`src/rtl/fib_pkg.sv`:
```
// rtl/fib_pkg.sv - shared types and constants for the Fibonacci checker
package fib_pkg;

  localparam int IDX_W = 6;

  localparam logic MODE_FIBBIN = 1'b0;
  localparam logic MODE_FIBNUM = 1'b1;

  typedef enum logic [1:0] {
    IDLE,
    SCAN,
    GEN,
    DONE
  } state_t;

endpackage

```
`src/rtl/fib_bin_scan.sv`:
```
// rtl/fib_bin_scan.sv - serial LSB-first scanner for adjacent ones and popcount
module fib_bin_scan
  import fib_pkg::*;
#(
  parameter int WIDTH = 16
) (
  input  logic             clk,
  input  logic             reset_n,
  input  logic             load,
  input  logic             step,
  input  logic [WIDTH-1:0] value,
  output logic             last,
  output logic             match,
  output logic [IDX_W-1:0] count
);

  localparam logic [IDX_W-1:0] LAST_BIT = IDX_W'(WIDTH - 1);

  logic [WIDTH-1:0] sh;
  logic             prev;
  logic             adj;
  logic [IDX_W-1:0] pop;
  logic [IDX_W-1:0] cnt;

  logic             cur;
  logic             adj_nxt;
  logic [IDX_W-1:0] pop_nxt;

  // Outputs already include the bit under examination, so the FSM can
  // finish on the same edge that consumes the MSB.
  always_comb begin
    cur     = sh[0];
    adj_nxt = adj | (prev & cur);
    pop_nxt = pop + IDX_W'(cur);
    last    = (cnt == LAST_BIT);
    match   = ~adj_nxt;
    count   = pop_nxt;
  end

  always_ff @(posedge clk) begin
    if (!reset_n) begin
      sh   <= '0;
      prev <= 1'b0;
      adj  <= 1'b0;
      pop  <= '0;
      cnt  <= '0;
    end else if (load) begin
      sh   <= value;
      prev <= 1'b0;
      adj  <= 1'b0;
      pop  <= '0;
      cnt  <= '0;
    end else if (step) begin
      sh   <= sh >> 1;
      prev <= cur;
      adj  <= adj_nxt;
      pop  <= pop_nxt;
      cnt  <= cnt + IDX_W'(1);
    end
  end

endmodule

```
`config.mk`:
```
export PLATFORM = sky130hd
export DESIGN_NAME = fib_bin_scan
export DESIGN_NICKNAME = d
export VERILOG_FILES = /design/src/rtl/fib_pkg.sv /design/src/rtl/fib_bin_scan.sv
export SDC_FILE = /design/constraint.sdc
export NUM_CORES = 1
export LEC_CHECK = 0
export ABC_AREA = 1
export CAP_MARGIN = 40
export CORE_MARGIN = 2
export CORE_UTILIZATION = 52
export CTS_BUF_LIST = sky130_fd_sc_hd__clkbuf_8
export CTS_CLUSTER_SIZE = 10
export DETAILED_ROUTE_END_ITERATION = 7
export GPL_TIMING_DRIVEN = 0
export PLACE_DENSITY = 0.81
export RECOVER_POWER = 100
export SLEW_MARGIN = 20
export SYNTH_ARGS = -nofsm -noshare
export SYNTH_HDL_FRONTEND = slang
export SYNTH_SLANG_ARGS = --single-unit
```
`constraint.sdc`:
```
create_clock -name clk -period 1.8 [get_ports clk]
set_clock_uncertainty 0.15 [all_clocks]
set_input_delay 0.18 -clock clk [delete_from_list [all_inputs] [get_ports clk]]
set_output_delay 0.18 -clock clk [all_outputs]
set_load 0.005 [all_outputs]
```
==> results of run 1 <==
cell type report:
type	instances	area share (%)
multi-input cells	130	37.5
inverters	17	3.59
well taps	30	2.11
clock inverters	2	0.422
flip-flops and latches	30	34.1
clock buffers	5	3.87
plain buffers	7	3.03
repair buffers	29	15.4
synthesized netlist by cell type (all sizes together):
cell / n / area (um^2)
nand2: 33 / 124
o21a: 1 / 7.51
ha: 3 / 37.5
o211ai: 1 / 7.51
buf: 7 / 60.1
xnor2: 2 / 17.5
a21oi: 16 / 80.1
xor2: 2 / 17.5
nor3: 20 / 100
a22oi: 1 / 7.51
inv: 17 / 63.8
nand3: 10 / 50.1
o21bai: 1 / 7.51
o21ai: 17 / 85.1
nand4: 1 / 6.26
nor2: 22 / 92.6
dfxtp: 30 / 601
registers in the layout, indices dropped and copies added, names as in the netlist:
register,flops
cnt,6
prev,1
sh,16
adj,1
pop,6
per-stage QoR:
stage / setup TNS (ps) / utilization (%)
floorplan: 0 / -
global placement: -120 / 67.5
detailed placement: -217 / 67.5
CTS: 0 / 71.9
global route: -49.9 / 71.8
finish: 0 / 71.8
repair_timing:
| item | in CTS | in global routing |
|---|---|---|
| pin swaps | 1 | 0 |
| endpoints found under the setup margin | 6 | 3 |
| buffers inserted | 2 | 0 |
| resized for setup | 16 | 3 |
routing by layer:
metal  GRT usage (%)  routed length [um]  up-vias
li1                -                   -      681
met1            23.0                1250      617
met2            35.7                1580       43
met3            7.26                 197        8
met4            11.8                  51        0
met5               0                   0        -
cell families after synthesis:
family	after synthesis	synth area share, %
AO/OA/AOI/OAI	37	14.3
XOR/XNOR	4	2.57
adder cells (fa/ha/maj)	3	2.75
buffers and inverters	24	9.07
flip-flops	30	44.0
AND/OR/NAND/NOR	86	27.3
cell usage in the layout, fill, tap and decap left out, drive strengths merged:
| master | n |
|---|---|
| nor3 | 20 |
| dlygate4sd3 | 2 |
| o211ai | 1 |
| ha | 3 |
| inv | 19 |
| clkdlybuf4s50 | 19 |
| nand4 | 1 |
| dfxtp | 30 |
| nor2 | 22 |
| o21a | 1 |
| a21oi | 16 |
| clkbuf | 6 |
| o21ai | 17 |
| a22oi | 1 |
| dlygate4sd2 | 5 |
| nand2 | 33 |
| o21bai | 1 |
| nand3 | 10 |
| xor2 | 2 |
| xnor2 | 2 |
| buf | 9 |
worst max-delay path, delay by kind of cell, from the launching register on:
kind / cells / cell delay (ps)
xor gates and xnor gates: 1 / 170
adders and majority gates: 2 / 340
buffers and inverters: 2 / 220
DFF: 1 / 340
and+or+nand+nor: 1 / 110
power groups by stage:
stage | sequential [mW] | clock (mW) | combinational (mW)
floorplan | 0.725 | 0 | 0.0998
global placement | 0.728 | 0 | 0.169
detailed placement | 0.730 | 0 | 0.176
CTS | 0.717 | 0.501 | 0.179
global route | 0.721 | 0.530 | 0.193
finish | 0.718 | 0.490 | 0.175
how the worst max path moves through the flow:
stage	from	end	cells past startpoint
2_1_floorplan	sh[0]	pop[4]	7
3_3_place_gp	sh[0]	count[4]	6
3_5_place_dp	sh[0]	count[4]	6
4_1_cts	sh[0]	match	3
5_1_grt	sh[0]	count[4]	6
6_report	pop[0]	count[4]	6
==> flow_summary_export.csv, run 1 <==
group,metric,value,unit
placed_design,gp_congestion,0.803,
grt,globalRoute.totalOverflow,0,
setup_path,reg2reg_setup_slack,340,ps
routing,drc,0,
setup_path,crit_arrival,1450,ps
routing,dr.first_iter.drc_count,33,
timing,max-slew-margin-rel,69.2,%
clock_tree,cts.sinks,30,
pwr,ir_worst_vdd,791,uV
setup_path,cp_data_required_time,1470,ps
placed_design,placed_area,1670,um^2
floorplan,io_pins,28,
finish,nNetsFinal,243,
logic_synthesis,synthCells,184,
timing,fin_crit_sh,99.1,%
routing,firstDrtPassIters,4,
routing,wirelength,3.09,mm
floorplan,rows,18,
setup_path,rr_worst_depth,8,
finish,areaGrowthSynthToFinish,30.2,%
logic_synthesis,synthesis.nets,207,
grt,track_usage,21.2,%
finish,ff_latch_area,606,um^2
setup_path,path_class,"flop to output port",
hold_path,holdPathStages,2,
finish,drive_gt1_share,11.4,%
hold_path,worst_hold_path_type,"flop to flop",
setup_path,crit_chain,"ha_4, ha_4, nand3_1, xor2_2, inv_1, buf_2",
pwr,swShare,24.6,%
timing,fmax,0.560,GHz
pwr,internal_power,1.04,mW
placed_design,dpl.hpwl,2.18,mm
grt,grt_pass1_wl,5.02,mm
pwr,clkPwrFrac,35.4,%
pwr,p_total,1.38,mW
pwr,power_frac_seq,51.9,%
flow_run,maxCapViolCount,0,
pwr,power_switching,340,uW
finish,layoutNonFillerInstCount,250,
setup_path,cp-start-kind,"flop",
timing,fin_ws,15.6,ps
hold_path,hp-start,"sh[12]",
clock_tree,clock_path_buffers,2,
timing,grt_setup_unrepaired,"yes",
timing,fin_crit,1780,ps
routing,vias,1349,
clock_tree,cts_tree,"done",
clock_tree,cts-buffers-inserted,5,
timing,whs,315,ps
status,status,"finished, final reports clean",
setup_path,slowest_delay,340,ps
logic_synthesis,ys_types,23,
setup_path,worstSetupEndpointType,"output port",
timing,setup_viol,0,
clock_tree,h-tree-depth,2,
setup_path,worst_r2r_endpoint,"pop[4]",
finish,fillCellCount,214,
clock_tree,path_clk_slew,60,ps
grt,first_global_vias,1230,
finish,multiInputGateArea,667,um^2
setup_path,cp_common_cell,"ha_4",
hold_path,holdPathEnd,"sh[12]",
logic_synthesis,yosys_warnings,0,
finish,final_area,1780,um^2
setup_path,crit_fanout,5,
timing,worst_pin_slew,460,ps
logic_synthesis,synth.avg_cell_area,7.42,um^2
timing,final_max_slew_viol_count,0,
finish,antennaDiodeCount,0,
grt,antenna_found_initial,0,
routing,ant_nets,0,
logic_synthesis,synth_area,1370,um^2
placed_design,io_buffers,27,
pwr,power_density,777,nW/um^2
setup_path,cpMaxStageDelayCell,"dfxtp_2",
logic_synthesis,ys_seq_area_share,44.0,%
floorplan,coreArea,2480,um^2
clock_tree,cts_root_buf,"clkbuf_8",
placed_design,dpl.cell_count,241,
placed_design,post-place-ws,-165,ps
clock_tree,clock_latency,280,ps
timing,final-hold-violation-count,0,
logic_synthesis,ys_ff_latch,30,
floorplan,die_y,55.2,um
routing,vias_per_cell,5.40,
clock_tree,hold_buffers,0,
setup_path,r2r_start,"pop[0]",
grt,grt_max_degree,11,
routing,wl_per_cell,12.3,um
pwr,power.leakage,0.765,nW
floorplan,dieWidth,55.2,um
floorplan,initial_core_util,55.1,%
pwr,pwr-share-comb,12.6,%
floorplan,fp.dieArea,3050,um^2
Note: power is estimated with default switching activity, not from simulation.
==> run 2, diff against run 1 <==
--- a/config.mk
+++ b/config.mk
@@ -7,14 +7,17 @@
 export LEC_CHECK = 0
 export ABC_AREA = 1
 export CAP_MARGIN = 40
+export CORE_ASPECT_RATIO = 0.5
 export CORE_MARGIN = 2
 export CORE_UTILIZATION = 52
 export CTS_BUF_LIST = sky130_fd_sc_hd__clkbuf_8
 export CTS_CLUSTER_SIZE = 10
 export DETAILED_ROUTE_END_ITERATION = 7
+export GPL_ROUTABILITY_DRIVEN = 0
 export GPL_TIMING_DRIVEN = 0
 export PLACE_DENSITY = 0.81
 export RECOVER_POWER = 100
+export SKIP_CTS_REPAIR_TIMING = 1
 export SLEW_MARGIN = 20
 export SYNTH_ARGS = -nofsm -noshare
 export SYNTH_HDL_FRONTEND = slang
==> flow_summary_export.csv, run 2 (synthesized netlist as in run 1, its figures left out) <==
group,metric,value,unit
status,status,"finished, final reports clean",
floorplan,rows,13,
timing,fin_setup_tns,0,ps
finish,layoutNonFillerInstCount,255,
setup_path,cp_data_required_time,1470,ps
grt,track_usage,19.0,%
clock_tree,cts_root_buf,"clkbuf_8",
finish,antennaDiodeCount,0,
timing,worst_pin_slew,454,ps
timing,fin_crit,1750,ps
finish,final_common_cell,"nand2_1",
clock_tree,path_clk_slew,60,ps
hold_path,worst_hold_path_type,"flop to flop",
flow_run,maxCapViolCount,0,
setup_path,crit_buf_inv,2,
setup_path,slowest_delay,360,ps
setup_path,worstSetupEndpointType,"output port",
clock_tree,cts-buffers-inserted,5,
setup_path,crit_chain,"ha_4, ha_4, nand3_2, xor2_1, inv_1, dlymetal6s2s_1",
placed_design,dpl.hpwl,1.92,mm
routing,dr.first_iter.drc_count,62,
timing,setup_viol,0,
routing,wirelength,3.00,mm
routing,ant_nets,0,
timing,fin_ws,49.9,ps
pwr,ir_worst_vdd,422,uV
timing,final_max_slew_viol_count,0,
finish,nNetsFinal,241,
setup_path,cp-start-kind,"flop",
finish,fillCellCount,228,
finish,utilization,70.4,%
clock_tree,clock_latency,280,ps
floorplan,coreArea,2540,um^2
floorplan,fp.dieArea,3080,um^2
placed_design,post-place-ws,-136,ps
timing,max-slew-margin-rel,69.7,%
timing,fmax,0.571,GHz
floorplan,io_pins,28,
floorplan,dieWidth,76.5,um
setup_path,cpMaxStageDelayCell,"dfxtp_4",
clock_tree,cts_tree,"done",
finish,areaGrowthSynthToFinish,30.9,%
setup_path,cp_common_cell,"ha_4",
clock_tree,cts.sinks,30,
setup_path,r2r_start,"sh[0]",
grt,first_global_vias,1027,
setup_path,crit_arrival,1420,ps
grt,antenna_found_initial,0,
grt,grt_max_degree,11,
clock_tree,clock_path_buffers,2,
finish,drive_gt1_share,9.63,%
hold_path,holdPathStages,2,
timing,final-hold-violation-count,0,
placed_design,dpl.cell_count,248,
routing,vias_per_cell,5.18,
finish,final_cell_mix,"nand2_1, dfxtp_1, nor2_1, nor3_1, clkdlybuf4s50_1",
setup_path,rr_worst_depth,7,
setup_path,worstSetupStartpoint,"sh[0]",
floorplan,initial_core_util,53.8,%
pwr,power_density,769,nW/um^2
clock_tree,h-tree-depth,2,
setup_path,crit_fanout,5,
finish,regMostFlops,"sh",
pwr,power.leakage,0.772,nW
hold_path,hp-start,"sh[15]",
grt,globalRoute.totalOverflow,0,
setup_path,path_class,"flop to output port",
finish,top_regs,"sh x16, cnt x6, pop x6",
timing,fin_crit_sh,97.2,%
finish,largest_reg_flops,16,
placed_design,io_buffers,27,
setup_path,critical-path-top-delay-family,"flip-flops",
grt,grt_pass1_wl,4.36,mm
floorplan,die_y,40.2,um
routing,wl_per_cell,11.8,um
setup_path,path_depth,6,
routing,firstDrtPassIters,4,
routing,drc,0,
routing,vias,1320,
==> run 2: cell count changes in the layout (fill, tap and decap cells not counted), moves of 3 or more <==
cell / change
buf_4: -3
clkdlybuf4s25_1: +3
dlygate4sd2_1: -5
dlymetal6s2s_1: +3
o21ai_0: +4
o21ai_1: -4
==> run 2: path summary, 6_finish.rpt <==
kind | endpoint | slack (ps)
min | sh[15] | 310
max reg2reg | pop[4] | 450
min reg2reg | sh[15] | 310
max | count[4] | 50
==> run 2: report_power, final <==
group / leakage [nW] / internal, mW / total (mW) / switching [mW]
combinational: 0.477 / 0.0869 / 0.170 / 0.0827
sequential: 0.248 / 0.697 / 0.717 / 0.0202
clock: 0.0466 / 0.254 / 0.488 / 0.234
total: 0.772 / 1.04 / 1.37 / 0.337
==> run 2: metal layers <==
| layer | routed length (um) | global-route usage, % | up-vias |
|---|---|---|---|
| met2 | 1420 | 31.9 | 36 |
| met4 | 68 | 12.3 | 0 |
| li1 | - | - | 673 |
| met5 | 0 | 0 | - |
| met3 | 145 | 6.08 | 8 |
| met1 | 1360 | 22.5 | 603 |
==> run 2: layout make-up <==
| cell class | count | area, um^2 | area share (%) |
|---|---|---|---|
| plain buffers | 7 | 43.8 | 2.45 |
| clock buffers | 5 | 68.8 | 3.85 |
| clock inverters | 2 | 7.51 | 0.420 |
| inverters | 17 | 63.8 | 3.57 |
| multi-input cells | 130 | 671 | 37.5 |
| flip-flops and latches | 30 | 608 | 34.0 |
| well taps | 37 | 46.3 | 2.59 |
| repair buffers | 27 | 278 | 15.5 |
==> run 2: worst register-to-register path, delay by kind of cell (launching register included) <==
family	cells	cell delay (ps)
fa+ha+maj	2	340
buf+inv	1	30
simple gates	3	190
xor+xnor	1	180
flops	1	360
==> run 2: stage by stage <==
| stage | instance area (um^2) | total power, mW | hold slack [ps] |
|---|---|---|---|
| floorplan | 1370 | 0.825 | 177 |
| global placement | 1680 | 0.900 | 300 |
| detailed placement | 1680 | 0.904 | 306 |
| CTS | 1760 | 1.38 | 313 |
| global route | 1790 | 1.43 | 330 |
| finish | 1790 | 1.37 | 314 |
==> run 3, diff against run 2 <==
--- a/config.mk
+++ b/config.mk
@@ -17,6 +17,7 @@
 export GPL_TIMING_DRIVEN = 0
 export PLACE_DENSITY = 0.81
 export RECOVER_POWER = 100
+export SETUP_SLACK_MARGIN = 0.4
 export SKIP_CTS_REPAIR_TIMING = 1
 export SLEW_MARGIN = 20
 export SYNTH_ARGS = -nofsm -noshare
==> flow_summary_export.csv, run 3 (synthesized netlist as in run 1, its figures left out) <==
group,metric,value,unit
timing,fmax,0.589,GHz
floorplan,dieWidth,76.5,um
routing,wl_per_cell,11.5,um
pwr,ir_worst_vdd,603,uV
pwr,power_switching,342,uW
pwr,power.leakage,0.767,nW
setup_path,path_depth,5,
floorplan,coreArea,2540,um^2
setup_path,crit_chain,"ha_4, ha_4, buf_4, xor2_2, clkbuf_1",
finish,top_regs,"sh x16, cnt x6, pop x6",
timing,final_max_slew_viol_count,0,
setup_path,cpMaxStageDelayCell,"dfxtp_4",
status,status,"finished, final reports clean",
finish,regMostFlops,"sh",
pwr,pwr-share-comb,12.0,%
routing,ant_nets,0,
finish,largest_reg_flops,16,
grt,globalRoute.totalOverflow,0,
flow_run,maxCapViolCount,0,
routing,wirelength,2.97,mm
timing,setup_viol,0,
setup_path,crit_arrival,1370,ps
routing,firstDrtPassIters,4,
floorplan,die_y,40.2,um
timing,fin_crit,1700,ps
routing,vias,1313,
floorplan,initial_core_util,53.8,%
setup_path,crit_fanout,5,
hold_path,holdPathStages,4,
pwr,swShare,24.0,%
floorplan,fp.dieArea,3080,um^2
finish,utilization,72.3,%
pwr,power_density,777,nW/um^2
grt,track_usage,19.2,%
finish,antennaDiodeCount,0,
routing,dr.first_iter.drc_count,71,
pwr,internal_power,1.08,mW
grt,first_global_vias,1042,
clock_tree,h-tree-depth,2,
timing,max-slew-margin-rel,73.5,%
pwr,p_total,1.43,mW
setup_path,crit_buf_inv,2,
finish,areaGrowthSynthToFinish,34.5,%
floorplan,rows,13,
floorplan,io_pins,28,
routing,drc,0,
timing,fin_setup_tns,0,ps
clock_tree,cts_root_buf,"clkbuf_8",
placed_design,dpl.hpwl,1.98,mm
placed_design,post-place-ws,-112,ps
setup_path,critical-path-top-delay-family,"flip-flops",
grt,antenna_found_initial,0,
pwr,power_frac_seq,50.2,%
clock_tree,clock_latency,270,ps
grt,grt_max_degree,11,
clock_tree,clock_path_buffers,2,
clock_tree,path_clk_slew,60,ps
clock_tree,cts-buffers-inserted,5,
finish,nNetsFinal,243,
finish,final_common_cell,"nand2_1",
hold_path,worst_hold_path_type,"input pin to flop",
finish,final_cell_mix,"nand2_1, dfxtp_1, nor2_1, nor3_1, clkdlybuf4s50_1",
routing,vias_per_cell,5.09,
timing,final-hold-violation-count,0,
setup_path,cp_data_required_time,1470,ps
setup_path,slowest_delay,360,ps
clock_tree,cts.sinks,30,
setup_path,path_class,"flop to output port",
pwr,clkPwrFrac,37.8,%
finish,drive_gt1_share,15.8,%
setup_path,cp-start-kind,"flop",
clock_tree,cts_tree,"done",
setup_path,cp_common_cell,"ha_4",
setup_path,rr_worst_depth,6,
placed_design,io_buffers,27,
timing,fin_ws,101,ps
timing,worst_pin_slew,397,ps
finish,fillCellCount,215,
timing,fin_crit_sh,94.4,%
grt,grt_pass1_wl,4.47,mm
timing,grt_setup_unrepaired,"yes",
setup_path,worstSetupEndpointType,"output port",
==> run 3: cell types whose count changed in the layout (fill, tap and decap cells not counted), sizes merged <==
cell / previous run / this run
clkbuf: 8 / 13
clkdlybuf4s25: 3 / 0
inv: 19 / 18
dlymetal6s2s: 3 / 2
clkdlybuf4s50: 20 / 17
buf: 4 / 9
clkinv: 0 / 1
==> run 3: cell type report <==
| type | count | area (um^2) | area share [%] |
|---|---|---|---|
| buffer | 7 | 56.3 | 3.07 |
| clock buffer | 6 | 82.6 | 4.50 |
| clock inverter | 2 | 8.76 | 0.477 |
| inverter | 17 | 63.8 | 3.48 |
| multi-input combinational | 130 | 706 | 38.4 |
| sequential | 30 | 614 | 33.5 |
| tap | 37 | 46.3 | 2.52 |
| timing repair buffer | 29 | 258 | 14.0 |
==> run 3: power by group through the flow <==
stage	Combinational (mW)	Clock [mW]	Sequential [mW]
floorplan	0.100	0	0.725
global placement	0.172	0	0.728
detailed placement	0.175	0	0.729
CTS	0.177	0.550	0.715
global route	0.188	0.588	0.719
finish	0.171	0.539	0.716
==> run 3: worst paths after layout <==
| path | from | endpoint | slack (ps) |
|---|---|---|---|
| max | sh[0] | count[2] | 100 |
| min | step | sh[15] | 170 |
| max reg2reg | sh[0] | pop[2] | 390 |
| min reg2reg | sh[12] | sh[12] | 320 |
==> run 3: through the flow <==
step                      std cells  cell area, um^2  hold WS, ps
after floorplan                 184             1370          177
after global placement          248             1680          301
after detailed placement        248             1680          305
after CTS                       256             1780          309
after global routing            258             1840          182
final                           258             1840          168
==> run 3: worst reg2reg max path: cells and delay by family (launching register included) <==
kind | cells | cell delay (ps)
xor gates and xnor gates | 1 | 140
buffers and inverters | 2 | 180
DFF | 1 | 360
AOI/OAI and AO/OA | 1 | 140
adders and majority gates | 2 | 340
==> run 3: metal layers <==
metal  global-route usage [%]  up-vias  share of wire [%]
li1                         -      677                  -
met1                     22.9      604                 48
met2                     33.6       28                 47
met3                     6.53        4                3.6
met4                     8.18        0                1.4
met5                        0        -                  0
